File: config.mk
export PLATFORM = sky130hd
export DESIGN_NAME = iot_axi_ctrl_regs_flat
export DESIGN_NICKNAME = d
export VERILOG_FILES = /design/src/rtl/iot_axi_ctrl_regs_pkg.sv /design/src/rtl/iot_axi_ctrl_regs_if.sv /design/src/rtl/iot_axi_ctrl_regs_axil.sv /design/src/rtl/iot_axi_ctrl_regs.sv /design/src/flat_wrapper.sv
export SDC_FILE = /design/constraint.sdc
export NUM_CORES = 1
export LEC_CHECK = 0
export CAP_MARGIN = 20
export CORE_ASPECT_RATIO = 2
export CORE_MARGIN = 3
export CORE_UTILIZATION = 30
export DETAILED_ROUTE_END_ITERATION = 10
export GPL_TIMING_DRIVEN = 0
export PLACE_DENSITY = 0.49
export SETUP_SLACK_MARGIN = 0.15
export SLEW_MARGIN = 10
export SYNTH_ARGS = -nofsm -noshare
export SYNTH_HDL_FRONTEND = slang
export SYNTH_SLANG_ARGS = --single-unit
File: constraint.sdc
create_clock -name clk -period 2.2 [get_ports clk]
set_input_delay 0.33 -clock clk [delete_from_list [all_inputs] [get_ports clk]]
set_output_delay 0.33 -clock clk [all_outputs]
set_load 0.02 [all_outputs]
File: src/rtl/iot_axi_ctrl_regs_pkg.sv
// Shared register map, bit positions, response codes and bus payload types
// for the iot_controller host register file.
package iot_ctrl_regs_pkg;

    localparam int unsigned DATA_W = 32;
    localparam int unsigned STRB_W = 4;

    // Byte offsets of the architected registers
    localparam logic [7:0] REG_CTRL    = 8'h00;
    localparam logic [7:0] REG_STATUS  = 8'h04;
    localparam logic [7:0] REG_NUM_VEC = 8'h08;
    localparam logic [7:0] REG_IRQ_EN  = 8'h0C;
    localparam logic [7:0] REG_CYCLES  = 8'h10;

    // CTRL bits
    localparam int unsigned START_BIT = 0;
    localparam int unsigned CLR_BIT   = 1;

    // STATUS bits
    localparam int unsigned DONE_BIT = 0;
    localparam int unsigned IDLE_BIT = 1;
    localparam int unsigned ERR_BIT  = 2;

    localparam logic [1:0] RESP_OKAY   = 2'b00;
    localparam logic [1:0] RESP_SLVERR = 2'b10;

    typedef enum logic [2:0] {
        SEL_CTRL,
        SEL_STATUS,
        SEL_NUM_VEC,
        SEL_IRQ_EN,
        SEL_CYCLES,
        SEL_NONE
    } reg_sel_e;

    // Committed write presented by the handshake engine to the register decode
    typedef struct packed {
        logic [DATA_W-1:0] addr;
        logic [DATA_W-1:0] data;
        logic [STRB_W-1:0] strb;
    } wr_req_t;

    // Map a byte address to a register select; the two low address bits are ignored
    function automatic reg_sel_e reg_decode(input logic [DATA_W-1:0] byte_addr);
        logic [DATA_W-1:0] word_addr;
        word_addr = byte_addr & 32'hFFFF_FFFC;
        case (word_addr)
            32'(REG_CTRL):    return SEL_CTRL;
            32'(REG_STATUS):  return SEL_STATUS;
            32'(REG_NUM_VEC): return SEL_NUM_VEC;
            32'(REG_IRQ_EN):  return SEL_IRQ_EN;
            32'(REG_CYCLES):  return SEL_CYCLES;
            default:          return SEL_NONE;
        endcase
    endfunction

endpackage

File: src/rtl/iot_axi_ctrl_regs_if.sv
// AXI4-Lite bus between a host master and the controller register slave.
interface iot_axi_ctrl_regs_if #(
    parameter int unsigned ADDR_W = 6
);
    logic [ADDR_W-1:0] s_axi_awaddr;
    logic              s_axi_awvalid;
    logic              s_axi_awready;
    logic [31:0]       s_axi_wdata;
    logic [3:0]        s_axi_wstrb;
    logic              s_axi_wvalid;
    logic              s_axi_wready;
    logic [1:0]        s_axi_bresp;
    logic              s_axi_bvalid;
    logic              s_axi_bready;
    logic [ADDR_W-1:0] s_axi_araddr;
    logic              s_axi_arvalid;
    logic              s_axi_arready;
    logic [31:0]       s_axi_rdata;
    logic [1:0]        s_axi_rresp;
    logic              s_axi_rvalid;
    logic              s_axi_rready;

    modport master (
        output s_axi_awaddr, s_axi_awvalid, input s_axi_awready,
        output s_axi_wdata, s_axi_wstrb, s_axi_wvalid, input s_axi_wready,
        input  s_axi_bresp, s_axi_bvalid, output s_axi_bready,
        output s_axi_araddr, s_axi_arvalid, input s_axi_arready,
        input  s_axi_rdata, s_axi_rresp, s_axi_rvalid, output s_axi_rready
    );

    modport slave (
        input  s_axi_awaddr, s_axi_awvalid, output s_axi_awready,
        input  s_axi_wdata, s_axi_wstrb, s_axi_wvalid, output s_axi_wready,
        output s_axi_bresp, s_axi_bvalid, input s_axi_bready,
        input  s_axi_araddr, s_axi_arvalid, output s_axi_arready,
        output s_axi_rdata, s_axi_rresp, s_axi_rvalid, input s_axi_rready
    );
endinterface

File: src/rtl/iot_axi_ctrl_regs_axil.sv
// AXI4-Lite handshake engine: latches AW and W independently, emits a
// single-cycle write commit once both are held, and samples read data on the
// AR handshake. Register semantics live in the parent.
module iot_axil_slave_if
    import iot_ctrl_regs_pkg::*;
#(
    parameter int unsigned ADDR_W = 6
) (
    input  logic              clk,
    input  logic              rst,
    iot_axi_ctrl_regs_if.slave s_axi,
    output logic              wr_en_c,
    output wr_req_t           wr_req_c,
    input  logic [1:0]        wr_resp_i,
    output logic [DATA_W-1:0] rd_addr_c,
    input  logic [DATA_W-1:0] rd_data_i,
    input  logic [1:0]        rd_resp_i
);

    logic              awready_q, awready_d;
    logic              wready_q,  wready_d;
    logic              aw_held_q, aw_held_d;
    logic              w_held_q,  w_held_d;
    logic [ADDR_W-1:0] aw_addr_q, aw_addr_d;
    logic [31:0]       w_data_q,  w_data_d;
    logic [3:0]        w_strb_q,  w_strb_d;
    logic              bvalid_q,  bvalid_d;
    logic [1:0]        bresp_q,   bresp_d;
    logic              arready_q, arready_d;
    logic              rvalid_q,  rvalid_d;
    logic [31:0]       rdata_q,   rdata_d;
    logic [1:0]        rresp_q,   rresp_d;

    logic aw_hs_c, w_hs_c, ar_hs_c;
    logic aw_have_c, w_have_c;

    assign aw_hs_c   = s_axi.s_axi_awvalid & awready_q;
    assign w_hs_c    = s_axi.s_axi_wvalid & wready_q;
    assign ar_hs_c   = s_axi.s_axi_arvalid & arready_q;
    assign aw_have_c = aw_held_q | aw_hs_c;
    assign w_have_c  = w_held_q | w_hs_c;

    // Commit in the first cycle both halves are available, bypassing the latches
    assign wr_en_c       = aw_have_c & w_have_c;
    assign wr_req_c.addr = 32'(aw_hs_c ? s_axi.s_axi_awaddr : aw_addr_q);
    assign wr_req_c.data = w_hs_c ? s_axi.s_axi_wdata : w_data_q;
    assign wr_req_c.strb = w_hs_c ? s_axi.s_axi_wstrb : w_strb_q;
    assign rd_addr_c     = 32'(s_axi.s_axi_araddr);

    assign s_axi.s_axi_awready = awready_q;
    assign s_axi.s_axi_wready  = wready_q;
    assign s_axi.s_axi_bvalid  = bvalid_q;
    assign s_axi.s_axi_bresp   = bresp_q;
    assign s_axi.s_axi_arready = arready_q;
    assign s_axi.s_axi_rvalid  = rvalid_q;
    assign s_axi.s_axi_rdata   = rdata_q;
    assign s_axi.s_axi_rresp   = rresp_q;

    // Next-state for both channels; readies stay low while a response is pending
    always_comb begin
        aw_addr_d = aw_addr_q;
        w_data_d  = w_data_q;
        w_strb_d  = w_strb_q;
        bvalid_d  = bvalid_q;
        bresp_d   = bresp_q;
        rvalid_d  = rvalid_q;
        rdata_d   = rdata_q;
        rresp_d   = rresp_q;

        if (aw_hs_c) begin
            aw_addr_d = s_axi.s_axi_awaddr;
        end
        if (w_hs_c) begin
            w_data_d = s_axi.s_axi_wdata;
            w_strb_d = s_axi.s_axi_wstrb;
        end
        aw_held_d = aw_have_c & ~wr_en_c;
        w_held_d  = w_have_c & ~wr_en_c;

        if (wr_en_c) begin
            bvalid_d = 1'b1;
            bresp_d  = wr_resp_i;
        end else if (s_axi.s_axi_bready) begin
            bvalid_d = 1'b0;
        end
        awready_d = ~aw_held_d & ~bvalid_d;
        wready_d  = ~w_held_d & ~bvalid_d;

        if (ar_hs_c) begin
            rvalid_d = 1'b1;
            rdata_d  = rd_data_i;
            rresp_d  = rd_resp_i;
        end else if (s_axi.s_axi_rready) begin
            rvalid_d = 1'b0;
        end
        arready_d = ~rvalid_d;
    end

    // Channel state registers; reset abandons any transaction in flight
    always_ff @(posedge clk) begin
        if (rst) begin
            awready_q <= 1'b0;
            wready_q  <= 1'b0;
            aw_held_q <= 1'b0;
            w_held_q  <= 1'b0;
            aw_addr_q <= '0;
            w_data_q  <= '0;
            w_strb_q  <= '0;
            bvalid_q  <= 1'b0;
            bresp_q   <= RESP_OKAY;
            arready_q <= 1'b0;
            rvalid_q  <= 1'b0;
            rdata_q   <= '0;
            rresp_q   <= RESP_OKAY;
        end else begin
            awready_q <= awready_d;
            wready_q  <= wready_d;
            aw_held_q <= aw_held_d;
            w_held_q  <= w_held_d;
            aw_addr_q <= aw_addr_d;
            w_data_q  <= w_data_d;
            w_strb_q  <= w_strb_d;
            bvalid_q  <= bvalid_d;
            bresp_q   <= bresp_d;
            arready_q <= arready_d;
            rvalid_q  <= rvalid_d;
            rdata_q   <= rdata_d;
            rresp_q   <= rresp_d;
        end
    end

endmodule

File: src/rtl/iot_axi_ctrl_regs.sv
// Host-facing register file for iot_controller: START/CLR_IRQ pulses,
// vector count, status, interrupt and busy-cycle counter.
module iot_axi_ctrl_regs
    import iot_ctrl_regs_pkg::*;
#(
    parameter int unsigned AXI_ADDR_WIDTH = 6,
    parameter int unsigned CNT_WIDTH      = 32
) (
    input  logic               clk,
    input  logic               rst,
    iot_axi_ctrl_regs_if.slave s_axi,
    output logic               ctrl_start,
    output logic               ctrl_clear_irq,
    output logic [15:0]        ctrl_num_vectors,
    input  logic               ctrl_done,
    input  logic               ctrl_idle,
    output logic               irq
);

    logic              wr_en_c;
    wr_req_t           wr_req_c;
    logic [1:0]        wr_resp_c;
    logic [DATA_W-1:0] rd_addr_c;
    logic [DATA_W-1:0] rd_data_c;
    logic [1:0]        rd_resp_c;
    reg_sel_e          wr_sel_c;
    reg_sel_e          rd_sel_c;

    logic [15:0]          num_vec_q, num_vec_d;
    logic                 irq_en_q,  irq_en_d;
    logic                 err_q,     err_d;
    logic [CNT_WIDTH-1:0] cycles_q,  cycles_d;
    logic                 start_q,   start_d;
    logic                 clr_q,     clr_d;
    logic                 irq_q,     irq_d;

    logic unused_wr_bits;
    assign unused_wr_bits = ^{wr_req_c.data[31:16], wr_req_c.strb[3:2]};

    iot_axil_slave_if #(
        .ADDR_W (AXI_ADDR_WIDTH)
    ) u_axil (
        .clk       (clk),
        .rst       (rst),
        .s_axi     (s_axi),
        .wr_en_c   (wr_en_c),
        .wr_req_c  (wr_req_c),
        .wr_resp_i (wr_resp_c),
        .rd_addr_c (rd_addr_c),
        .rd_data_i (rd_data_c),
        .rd_resp_i (rd_resp_c)
    );

    assign wr_sel_c  = reg_decode(wr_req_c.addr);
    assign rd_sel_c  = reg_decode(rd_addr_c);
    assign wr_resp_c = (wr_sel_c == SEL_NONE) ? RESP_SLVERR : RESP_OKAY;

    assign ctrl_start       = start_q;
    assign ctrl_clear_irq   = clr_q;
    assign ctrl_num_vectors = num_vec_q;
    assign irq              = irq_q;

    // Read mux over current register state (pre-write values on a same-cycle write)
    always_comb begin
        rd_data_c = '0;
        rd_resp_c = RESP_OKAY;
        case (rd_sel_c)
            SEL_STATUS: begin
                rd_data_c[DONE_BIT] = ctrl_done;
                rd_data_c[IDLE_BIT] = ctrl_idle;
                rd_data_c[ERR_BIT]  = err_q;
            end
            SEL_NUM_VEC: rd_data_c = 32'(num_vec_q);
            SEL_IRQ_EN:  rd_data_c = 32'(irq_en_q);
            SEL_CYCLES:  rd_data_c = 32'(cycles_q);
            SEL_NONE:    rd_resp_c = RESP_SLVERR;
            default:     rd_data_c = '0;
        endcase
    end

    // Register updates, command pulses and busy-cycle counting
    always_comb begin
        num_vec_d = num_vec_q;
        irq_en_d  = irq_en_q;
        err_d     = err_q;
        cycles_d  = cycles_q;
        start_d   = 1'b0;
        clr_d     = 1'b0;
        irq_d     = ctrl_done & irq_en_q;

        if (!ctrl_idle && !ctrl_done && (cycles_q != '1)) begin
            cycles_d = cycles_q + CNT_WIDTH'(1);
        end

        if (wr_en_c) begin
            case (wr_sel_c)
                SEL_CTRL: begin
                    if (wr_req_c.strb[0]) begin
                        if (wr_req_c.data[CLR_BIT]) begin
                            clr_d = 1'b1;
                            err_d = 1'b0;
                        end
                        // A refused start sets err even when CLR_IRQ is written alongside
                        if (wr_req_c.data[START_BIT]) begin
                            if (ctrl_idle && (num_vec_q != '0)) begin
                                start_d  = 1'b1;
                                cycles_d = '0;
                            end else begin
                                err_d = 1'b1;
                            end
                        end
                    end
                end
                SEL_NUM_VEC: begin
                    if (ctrl_idle) begin
                        if (wr_req_c.strb[0]) num_vec_d[7:0]  = wr_req_c.data[7:0];
                        if (wr_req_c.strb[1]) num_vec_d[15:8] = wr_req_c.data[15:8];
                    end else begin
                        err_d = 1'b1;
                    end
                end
                SEL_IRQ_EN: begin
                    if (wr_req_c.strb[0]) irq_en_d = wr_req_c.data[0];
                end
                default: begin
                    err_d = err_q;
                end
            endcase
        end
    end

    // Register state; reset drops every output and suppresses pending pulses
    always_ff @(posedge clk) begin
        if (rst) begin
            num_vec_q <= '0;
            irq_en_q  <= 1'b0;
            err_q     <= 1'b0;
            cycles_q  <= '0;
            start_q   <= 1'b0;
            clr_q     <= 1'b0;
            irq_q     <= 1'b0;
        end else begin
            num_vec_q <= num_vec_d;
            irq_en_q  <= irq_en_d;
            err_q     <= err_d;
            cycles_q  <= cycles_d;
            start_q   <= start_d;
            clr_q     <= clr_d;
            irq_q     <= irq_d;
        end
    end

endmodule

File: src/flat_wrapper.sv
// flat-port wrapper written by rule: the top's interface ports become plain ports
module iot_axi_ctrl_regs_flat import iot_ctrl_regs_pkg::*;
#(
    parameter int unsigned AXI_ADDR_WIDTH = 6,
    parameter int unsigned CNT_WIDTH      = 32
)
  (clk, rst, ctrl_start, ctrl_clear_irq, ctrl_num_vectors, ctrl_done, ctrl_idle, irq, s_axi_s_axi_awaddr, s_axi_s_axi_awvalid, s_axi_s_axi_awready, s_axi_s_axi_wdata, s_axi_s_axi_wstrb, s_axi_s_axi_wvalid, s_axi_s_axi_wready, s_axi_s_axi_bresp, s_axi_s_axi_bvalid, s_axi_s_axi_bready, s_axi_s_axi_araddr, s_axi_s_axi_arvalid, s_axi_s_axi_arready, s_axi_s_axi_rdata, s_axi_s_axi_rresp, s_axi_s_axi_rvalid, s_axi_s_axi_rready);
  iot_axi_ctrl_regs_if s_axi_i ();
  input  logic clk;
  input  logic rst;
  output logic ctrl_start;
  output logic ctrl_clear_irq;
  output logic [15:0] ctrl_num_vectors;
  input  logic ctrl_done;
  input  logic ctrl_idle;
  output logic irq;
  input wire logic [$bits(s_axi_i.s_axi_awaddr)-1:0] s_axi_s_axi_awaddr;
  input wire logic [$bits(s_axi_i.s_axi_awvalid)-1:0] s_axi_s_axi_awvalid;
  output wire logic [$bits(s_axi_i.s_axi_awready)-1:0] s_axi_s_axi_awready;
  input wire logic [$bits(s_axi_i.s_axi_wdata)-1:0] s_axi_s_axi_wdata;
  input wire logic [$bits(s_axi_i.s_axi_wstrb)-1:0] s_axi_s_axi_wstrb;
  input wire logic [$bits(s_axi_i.s_axi_wvalid)-1:0] s_axi_s_axi_wvalid;
  output wire logic [$bits(s_axi_i.s_axi_wready)-1:0] s_axi_s_axi_wready;
  output wire logic [$bits(s_axi_i.s_axi_bresp)-1:0] s_axi_s_axi_bresp;
  output wire logic [$bits(s_axi_i.s_axi_bvalid)-1:0] s_axi_s_axi_bvalid;
  input wire logic [$bits(s_axi_i.s_axi_bready)-1:0] s_axi_s_axi_bready;
  input wire logic [$bits(s_axi_i.s_axi_araddr)-1:0] s_axi_s_axi_araddr;
  input wire logic [$bits(s_axi_i.s_axi_arvalid)-1:0] s_axi_s_axi_arvalid;
  output wire logic [$bits(s_axi_i.s_axi_arready)-1:0] s_axi_s_axi_arready;
  output wire logic [$bits(s_axi_i.s_axi_rdata)-1:0] s_axi_s_axi_rdata;
  output wire logic [$bits(s_axi_i.s_axi_rresp)-1:0] s_axi_s_axi_rresp;
  output wire logic [$bits(s_axi_i.s_axi_rvalid)-1:0] s_axi_s_axi_rvalid;
  input wire logic [$bits(s_axi_i.s_axi_rready)-1:0] s_axi_s_axi_rready;
  assign s_axi_i.s_axi_awaddr = s_axi_s_axi_awaddr;
  assign s_axi_i.s_axi_awvalid = s_axi_s_axi_awvalid;
  assign s_axi_s_axi_awready = s_axi_i.s_axi_awready;
  assign s_axi_i.s_axi_wdata = s_axi_s_axi_wdata;
  assign s_axi_i.s_axi_wstrb = s_axi_s_axi_wstrb;
  assign s_axi_i.s_axi_wvalid = s_axi_s_axi_wvalid;
  assign s_axi_s_axi_wready = s_axi_i.s_axi_wready;
  assign s_axi_s_axi_bresp = s_axi_i.s_axi_bresp;
  assign s_axi_s_axi_bvalid = s_axi_i.s_axi_bvalid;
  assign s_axi_i.s_axi_bready = s_axi_s_axi_bready;
  assign s_axi_i.s_axi_araddr = s_axi_s_axi_araddr;
  assign s_axi_i.s_axi_arvalid = s_axi_s_axi_arvalid;
  assign s_axi_s_axi_arready = s_axi_i.s_axi_arready;
  assign s_axi_s_axi_rdata = s_axi_i.s_axi_rdata;
  assign s_axi_s_axi_rresp = s_axi_i.s_axi_rresp;
  assign s_axi_s_axi_rvalid = s_axi_i.s_axi_rvalid;
  assign s_axi_i.s_axi_rready = s_axi_s_axi_rready;
  iot_axi_ctrl_regs #(.AXI_ADDR_WIDTH(AXI_ADDR_WIDTH), .CNT_WIDTH(CNT_WIDTH)) u_core (.clk(clk), .rst(rst), .s_axi(s_axi_i), .ctrl_start(ctrl_start), .ctrl_clear_irq(ctrl_clear_irq), .ctrl_num_vectors(ctrl_num_vectors), .ctrl_done(ctrl_done), .ctrl_idle(ctrl_idle), .irq(irq));
endmodule
==> results of run 1 <==
cell families (layout without fill, tap and decap cells):
family | after synthesis | count (layout) | share of synthesized area [%]
buffers and inverters | 47 | 183 | 4.52
and+or+nand+nor | 258 | 258 | 28.1
other | 1 | 2 | 0.0740
muxes | 20 | 20 | 4.17
adders and majority gates | 1 | 1 | 0.247
AOI/OAI and AO/OA | 117 | 117 | 15.2
DFF | 116 | 116 | 45.8
xor gates and xnor gates | 11 | 11 | 1.90
area by class of cell:
class                           count  area (sq um)  area share [%]
Clock inverter                     13           173            2.39
Inverter                            9          33.8           0.467
Buffer                             38           213            2.94
Multi-Input combinational cell    409          2730            37.8
Tap cell                          204           255            3.53
Clock buffer                       19           453            6.27
Timing Repair Buffer              104          1000            13.9
Sequential cell                   116          2370            32.7
registers in the layout (all words and copies together) (netlist names), 2 cells and up:
signal	cells
u_core.cycles_q	32
u_core.u_axil.aw_addr_q	4
u_core.u_axil.s_axi.s_axi_rdata	32
u_core.u_axil.w_strb_q	2
u_core.ctrl_num_vectors	16
u_core.u_axil.w_data_q	16
layer usage:
metal / up-vias / share of wire [%]
li1: 2324 / -
met1: 2292 / 34
met2: 137 / 58
met3: 36 / 3.8
met4: 0 / 3.8
met5: - / 0
cell usage in the layout (no fill, tap or decap), drive strengths merged, types with 6 or more instances in the layout:
cell             n
a21oi           56
a221oi          14
a31o             8
buf             31
clkbuf          40
clkdlybuf4s50   88
dfxtp          116
inv             12
mux2             9
mux2i           11
nand2           63
nand3           31
nand4           12
nor2            48
nor2b           18
nor3            23
nor4            11
nor4b            6
o21ai           13
o31ai           13
or3             12
or4             17
xnor2            8
path summary, 6_finish.rpt:
check,start,end,slack (ns),depth (start not counted)
max,u_core.ctrl_num_vectors[13],u_core.cycles_q[23],0.15,7
min,rst,u_core.u_axil.w_data_q[9],0.38,2
max reg2reg,u_core.ctrl_num_vectors[13],u_core.cycles_q[23],0.15,7
min reg2reg,u_core.u_axil.s_axi.s_axi_rdata[27],u_core.u_axil.s_axi.s_axi_rdata[27],0.45,2
what timing repair did:
| item | 4_1_cts | 5_1_grt |
|---|---|---|
| resized for setup | 33 | 48 |
| buffers inserted | 9 | 4 |
| pin swaps | 8 | 11 |
| endpoints found under the setup margin | 70 | 57 |
worst register-to-register path, cell delays in order (launching register included):
cell and delay (ns):
dfxtp_2 0.36, or4_4 0.55, o41ai_4 0.38, buf_4 0.18
o31ai_4 0.06, buf_6 0.15, buf_6 0.14, a21oi_1 0.15
power groups by stage:
stage	clock (mW)	combinational, mW	sequential, mW
global placement	0	0.410	2.23
finish	2.90	0.428	2.18
floorplan	0	0.194	2.25
detailed placement	0	0.414	2.23
global route	3.05	0.469	2.18
CTS	2.96	0.422	2.18
per-stage QoR:
step           setup TNS (ns)  cells
2_1_floorplan               0    572
3_3_place_gp           -36.02    867
3_5_place_dp           -36.50    867
4_1_cts                     0    908
5_1_grt                     0    912
6_report                    0    912
==> impl_results.md, run 1 <==
- I/O Buffers: 91
- Vias in the first global route: 5013
- Synth top cells by count: 116 x dfxtp_1, 62 x nand2_1, 55 x a21oi_1
- Finished Cell Area: 7230 sq um
- Post-place setup slack: -0.588 ns
- Worst Path Required: 2.52 ns
- Final nets: 753
- Diode count: 0
- Vias/cell: 5.25
- Layout cell share with drive strength beyond 1: 21.2%
- RD Place Congestion: 0.845
- Area growth, synth to finish: 42.6%
- Synthesized instance count: 571
- Pre-Repair DR Iteration Count: 8
- I/O pins: 117
- Hold Buf Count CTS: 0
- Die height: 190 um
- Yosys Warn Count: 0
- Synth Flop Type: dfxtp_1
- Overall power: 5.51 mW
- Relative slew slack: 58.7%
- Fin crit period: 2.05 ns
- Avg Cell Area, Syn: 8.88 sq um
- Grt met3 use: 3.19%
- Top cell type's share of synthesized area: 45.8%
- Post-DRT Antenna Nets: 0
- Max Root-Sink Buffers: 2
- Hpwl dp: 12600 um
- Tcrit/Tclk final: 93.0%
- DR DRC count: 0
- Grt ovf: 0
- Worst Tran Pin Value: 0.619 ns
- Most Used Layer, Global Route: met2
- Post-Synthesis Cell Area: 5070 sq um
- P_leak: 2.55 nW
- Buf/Inv on CP: 3
- Core area: 16400 sq um
- Slew Limit Fails: 0
- Internal Pwr Total: 4.19 mW
- Clock transition at the registers of the reported paths: 0.06 ns
- Initial Util: 30.9%
- Routed WL: 16500 um
- First-pass GRT wire length: 25900 um
- Most common cell in the netlist: dfxtp_1
- Critical Path AT: 2.37 ns
- Worst Hold Class: in -> reg
- CP top delay family: compound AO/OA/AOI/OAI gates
- CP endpoint kind: flop
- Die area: 18600 sq um
- Initial antenna violation count: 0
- Largest net degree at the start of global routing: 17
- Psw: 1.32 mW
- # setup viols final: 0
- WL/cell: 18.1 um
- Worst vdd ir: 0.495 mV
- Asr flop ratio synth: 0%
- Sequential element share of the synthesized area: 45.8%
- Post-DP Area: 6240 sq um
- Unique masters post-synth: 60
- Top cell by count, worst path: buf_6
- CP Cell Sequence: or4_4 -> o41ai_4 -> buf_4 -> o31ai_4 -> buf_6 -> buf_6 -> a21oi_1
- Chip width: 97.9 um
- Vias: 4789
- Hold_ws: 0.384 ns
- CP max stage cell: or4_4
- Yosys reg bits: 116
- Clk sinks: 116
- Worst skew pair latency: 0.40 ns
- Outcome: completed
- Pwr/cell area: 762 nW/um^2
- Met2 Track Usage GR: 35.4%
- First DRT Iteration DRCs: 207
- H-tree depth: 4
- Worst Setup Path Type: reg -> reg
- Fin util: 44.0%
- CTS buffer count: 17
- RSZ-0062 raised after global routing: yes
- Root buffer cell: clkbuf_16
- Gr usage total: 17.7%
- FP Rows: 66
- Highest clock rate: 0.489 GHz
- M1 GR Usage: 16.6%
- Sequential share of power: 39.5%
- CP max stage delay: 0.55 ns
- Logic pwr share: 7.8%
- FILL cells: 1602
- Final Hold Viols: 0
- Clk_skew: 0.0116 ns
- Sw frac: 24.0%
- CTS tree: done
- Largest cells by area after synthesis: dfxtp_1 46%, a21oi_1 5.4%, nand2_1 4.6%
- Number of synthesized flops with an enable pin: 0
- Max-Cap Viols: 0
- Synth area leader: dfxtp_1
- Setup crit start kind: flop
- Setup ws final: 0.155 ns
- Crit path max fanout: 10
- Clock Power Share: 52.7%
Note: power is estimated with default switching activity, not from simulation.
==> run 2, diff against run 1 <==
PLACE_DENSITY = not set   (was 0.49)
==> impl_results.md, run 2 (synthesized netlist as in run 1, its figures left out) <==
- Post-DRT Antenna Nets: 0 (unchanged)
- I/O Buffers: 91 (unchanged)
- Relative slew slack: 50.9% (was 58.7%)
- Pwr/cell area: 711 nW/um^2 (was 762 nW/um^2)
- Worst Hold Class: in -> reg (unchanged)
- Clk sinks: 116 (unchanged)
- RD Place Congestion: 0.889 (was 0.845)
- Largest net degree at the start of global routing: 17 (unchanged)
- WL/cell: 17.8 um (was 18.1 um)
- Initial Util: 30.9% (unchanged)
- Max-Cap Viols: 0 (unchanged)
- Max Root-Sink Buffers: 2 (unchanged)
- Die height: 190 um (unchanged)
- Die area: 18600 sq um (unchanged)
- P_leak: 2.57 nW (was 2.55 nW)
- Diode count: 0 (unchanged)
- CTS tree: done (unchanged)
- Area growth, synth to finish: 45.0% (was 42.6%)
- Highest clock rate: 0.481 GHz (was 0.489 GHz)
- Core area: 16400 sq um (unchanged)
- Post-place setup slack: -0.560 ns (was -0.588 ns)
- Hold Buf Count CTS: 0 (unchanged)
- First-pass GRT wire length: 25100 um (was 25900 um)
- Grt ovf: 0 (unchanged)
- I/O pins: 117 (unchanged)
- Worst vdd ir: 0.580 mV (was 0.495 mV)
- Root buffer cell: clkbuf_16 (unchanged)
- Commonest non-fill, non-tap cells in the layout: 97 x dfxtp_1, 87 x clkdlybuf4s50_1, 62 x nand2_1 (was 91 x dfxtp_1, 88 x clkdlybuf4s50_1, 62 x nand2_1)
- RSZ-0062 raised after global routing: yes (unchanged)
- Commonest non-fill, non-tap cell in the layout: dfxtp_1 (unchanged)
- Gr usage total: 17.0% (was 17.7%)
- Crit path max fanout: 7 (was 10)
- Worst Setup Path Type: reg -> reg (unchanged)
- Slew Limit Fails: 0 (unchanged)
- CP top delay family: compound AO/OA/AOI/OAI gates (unchanged)
- Worst Path Required: 2.50 ns (was 2.52 ns)
- Setup ws final: 0.123 ns (was 0.155 ns)
- H-tree depth: 4 (unchanged)
- CP max stage cell: or3_4 (was or4_4)
- Final Hold Viols: 0 (unchanged)
- CP max stage delay: 0.44 ns (was 0.55 ns)
- Critical Path AT: 2.38 ns (was 2.37 ns)
- Final nets: 758 (was 753)
- # setup viols final: 0 (unchanged)
- CTS buffer count: 17 (unchanged)
- Initial antenna violation count: 0 (unchanged)
- Vias: 4876 (was 4789)
- Post-DP Area: 6240 sq um (unchanged)
- Worst Tran Pin Value: 0.736 ns (was 0.619 ns)
- Hpwl dp: 12100 um (was 12600 um)
- Vias in the first global route: 5031 (was 5013)
- Setup TNS: 0 ns (unchanged)
- CP Cell Sequence: a211oi_4 -> o221ai_4 -> or3_4 -> o31ai_4 -> buf_6 -> buf_12 -> nor2_1 (was or4_4 -> o41ai_4 -> buf_4 -> o31ai_4 -> buf_6 -> buf_6 -> a21oi_1)
- Tcrit/Tclk final: 94.4% (was 93.0%)
- First DRT Iteration DRCs: 216 (was 207)
- Overall power: 5.23 mW (was 5.51 mW)
- Fin util: 44.7% (was 44.0%)
- Chip width: 97.9 um (unchanged)
- Worst skew pair latency: 0.41 ns (was 0.40 ns)
- CP endpoint kind: flop (unchanged)
- FILL cells: 1545 (was 1602)
- Layout cell share with drive strength beyond 1: 22.9% (was 21.2%)
- Outcome: completed (unchanged)
- FP Rows: 66 (unchanged)
- Buf/Inv on CP: 2 (was 3)
- DR DRC count: 0 (unchanged)
- Setup crit start kind: flop (unchanged)
- Routed WL: 16300 um (was 16500 um)
- Pre-Repair DR Iteration Count: 5 (was 8)
- Finished Cell Area: 7350 sq um (was 7230 sq um)
- Clk_skew: 0.00744 ns (was 0.0116 ns)
- Vias/cell: 5.32 (was 5.25)
- Clock transition at the registers of the reported paths: 0.06 ns (about the same)
- Fin crit period: 2.08 ns (was 2.05 ns)
[run 2: changes by cell type in the layout (fill, tap and decap cells not counted), sizes merged]
cell           previous run  this run
clkinv                    3         7
buf                      31        35
clkbuf                   40        41
bufinv                    3         1
inv                      12        10
clkinvlp                  4         3
dlymetal6s2s              0         2
clkdlybuf4s50            88        87
[run 2: final timing paths]
path / start / end / slack (ns) / cells past startpoint
worst max-delay path: u_core.u_axil.s_axi.s_axi_awready / u_core.cycles_q[12] / 0.12 / 7
worst min-delay path: s_axi_s_axi_awaddr[4] / u_core.u_axil.aw_addr_q[4] / 0.23 / 3
worst max register to register: u_core.u_axil.s_axi.s_axi_awready / u_core.cycles_q[12] / 0.12 / 7
worst min register to register: u_core.u_axil.s_axi.s_axi_rdata[26] / u_core.u_axil.s_axi.s_axi_rdata[26] / 0.45 / 2
[run 2: report_power, final]
group	switching, mW	internal [mW]
Clock	1.00	1.58
Sequential	0.0360	2.15
Combinational	0.254	0.206
Total	1.29	3.94
[run 2: timing repair]
action | 4_1_cts | 5_1_grt
gates cloned | 0 | 3
pin swaps | 7 | 12
endpoints found under the setup margin | 76 | 59
resized for setup | 29 | 73
buffers inserted | 8 | 7
[run 2: worst min-delay path: stages]
cell	delay, ns
dlymetal6s2s_1	0.13
nand3_1	0.07
a21oi_1	0.05
[run 2: metrics by stage]
stage,cells,hold slack [ns]
floorplan,572,0.434
global placement,867,0.445
detailed placement,867,0.448
CTS,907,0.362
global route,917,0.260
finish,917,0.233
[run 2: final cells by class]
class,count,area [sq um],area share (%)
Buffer,38,235,3.20
Clock buffer,20,447,6.07
Clock inverter,12,108,1.46
Inverter,9,33.8,0.459
Multi-Input combinational cell,409,2830,38.5
Sequential cell,116,2350,32.0
Tap cell,204,255,3.47
Timing Repair Buffer,109,1090,14.8
[run 2: per-layer routing]
metal,up-vias,part of all wire [%],global-route usage [%]
li1,2331,-,-
met1,2362,33,15.2
met2,143,59,34.1
met3,40,3.2,3.49
met4,0,4.3,9.55
met5,-,0,0
==> edit, RTL diff (flow settings as in run 2) <==
Take the reset off `aw_addr_q`, `w_data_q` and `rdata_q` and load them in a clocked block of their own.
--- a/src/rtl/iot_axi_ctrl_regs_axil.sv
+++ b/src/rtl/iot_axi_ctrl_regs_axil.sv
@@ -103,31 +103,31 @@
             wready_q  <= 1'b0;
             aw_held_q <= 1'b0;
             w_held_q  <= 1'b0;
-            aw_addr_q <= '0;
-            w_data_q  <= '0;
             w_strb_q  <= '0;
             bvalid_q  <= 1'b0;
             bresp_q   <= RESP_OKAY;
             arready_q <= 1'b0;
             rvalid_q  <= 1'b0;
-            rdata_q   <= '0;
             rresp_q   <= RESP_OKAY;
         end else begin
             awready_q <= awready_d;
             wready_q  <= wready_d;
             aw_held_q <= aw_held_d;
             w_held_q  <= w_held_d;
-            aw_addr_q <= aw_addr_d;
-            w_data_q  <= w_data_d;
             w_strb_q  <= w_strb_d;
             bvalid_q  <= bvalid_d;
             bresp_q   <= bresp_d;
             arready_q <= arready_d;
             rvalid_q  <= rvalid_d;
-            rdata_q   <= rdata_d;
             rresp_q   <= rresp_d;
         end
     end
 
+    always_ff @(posedge clk) begin
+        aw_addr_q <= aw_addr_d;
+        w_data_q  <= w_data_d;
+        rdata_q   <= rdata_d;
+    end
+
 endmodule
 
Check against the original RTL: differs if rst is asserted again (counterexample within 4 cycles, from zero or initial values and one cycle with rst high); with rst held inactive, the same outputs for 4 cycles.
==> edit against run 2 <==
Sequential cell count is the same; sequential power grew 7%; synthesized cell count decreased by 20%; area after synthesis down 2.8%; critical path depth down 1; routed wire length down 17%; total power increased by 6.6%; final area is 5.1% lower; worst setup slack gained 88 ps; largest cell class is now flip-flops and latches; sequential share of layout area up 6.6 points.
==> edit: results <==
export IMPL_synth_cell_type_count=59
export IMPL_numPortBuffers=92
export IMPL_yosysWarningCount=0
export IMPL_yosys_mux_area_fraction_pct=7.872
export IMPL_worstSetupEndpoint="u_core.cycles_q[1]"
export IMPL_timing_hold_worst_endpoint="u_core.irq"
export IMPL_crit_path_start="u_core.cycles_q[15]"
export IMPL_number_of_synthesized_flops_with_an_enable_pin=36
export IMPL_cp_top_family="simple AND/OR/NAND/NOR gates"
export IMPL_num_vias=4062
export IMPL_worst_ep_arrival_time_ps=2290
export IMPL_synth_seq_area_share_pct=54.44
export IMPL_use_met2_pct=29.98
export IMPL_place_detailed_instances=753
export IMPL_hpwl_um=10120
export IMPL_maxSlewHeadroom_pct=48.16
export IMPL_grt_use_met3_pct=4.293
export IMPL_synth_xor_xnor_area_share_pct=1.422
export IMPL_synth_cells=458
export IMPL_power_leakage_nw=2.462
export IMPL_cp_slowest_stage_delay_ps=500
export IMPL_detailroute_wirelength_met2_um=8043
export IMPL_routabilityCongestion=0.7969
export IMPL_min_from="ctrl_done"
export IMPL_dpl_instance_area_um2=6108
export IMPL_drt_first_pass_iters=4
export IMPL_ys_top_cells_by_count="sky130_fd_sc_hd__dfxtp_1, sky130_fd_sc_hd__nor2_1, sky130_fd_sc_hd__edfxtp_1, sky130_fd_sc_hd__a21oi_1, sky130_fd_sc_hd__nand2_1"
export IMPL_grt_start_max_net_pins=34
export IMPL_status="complete, no violations"
export IMPL_grt_resource_usage_total_pct=14.73
export IMPL_dpl_worst_slack_ps=-511.2
export IMPL_layout_cells_sized_above_1_pct=17.22
export IMPL_power_switching_mw=1.221
export IMPL_drt_initial_drc_count=187
export IMPL_met1_track_usage_gr_pct=12.96
export IMPL_irDropWorstVdd_uv=679.3
export IMPL_yosys_area_share_adder_pct=0.2539
export IMPL_routed_wl_um=13620
export IMPL_synthTopCellsByArea="sky130_fd_sc_hd__dfxtp_1, sky130_fd_sc_hd__edfxtp_1, sky130_fd_sc_hd__mux2i_1, sky130_fd_sc_hd__nor2_1, sky130_fd_sc_hd__mux2_2"
export IMPL_achievable_frequency_mhz=502.6
export IMPL_worstRegToRegCells=6
export IMPL_final_cell_count_no_fill=799
export IMPL_fin_clk_skew_ps=9.635
==> edit: area by class of cell <==
cell class | count | area [um^2]
buffer | 15 | 86.33
clock buffer | 26 | 553.0
clock inverter | 6 | 60.06
fill | 1543 | 8965
inverter | 13 | 48.80
multi-input combinational | 316 | 2242
sequential | 116 | 2694
tap | 201 | 251.5
timing repair buffer | 106 | 1040
==> edit: power by group through the flow <==
stage          clock (mW)  sequential [mW]  combinational, mW
2_1_floorplan           0             2.42              0.199
3_3_place_gp            0             2.39              0.404
3_5_place_dp            0             2.40              0.413
4_1_cts              2.85             2.35              0.418
5_1_grt              2.94             2.36              0.453
6_report             2.81             2.35              0.418
==> edit: timing repair <==
action / in CTS / in global routing
cloned: 0 / 1
hold endpoints to repair: 0 / 0
buffers inserted: 5 / 8
resized for setup: 14 / 22
pin swaps: 5 / 5
endpoints found under the setup margin: 51 / 42
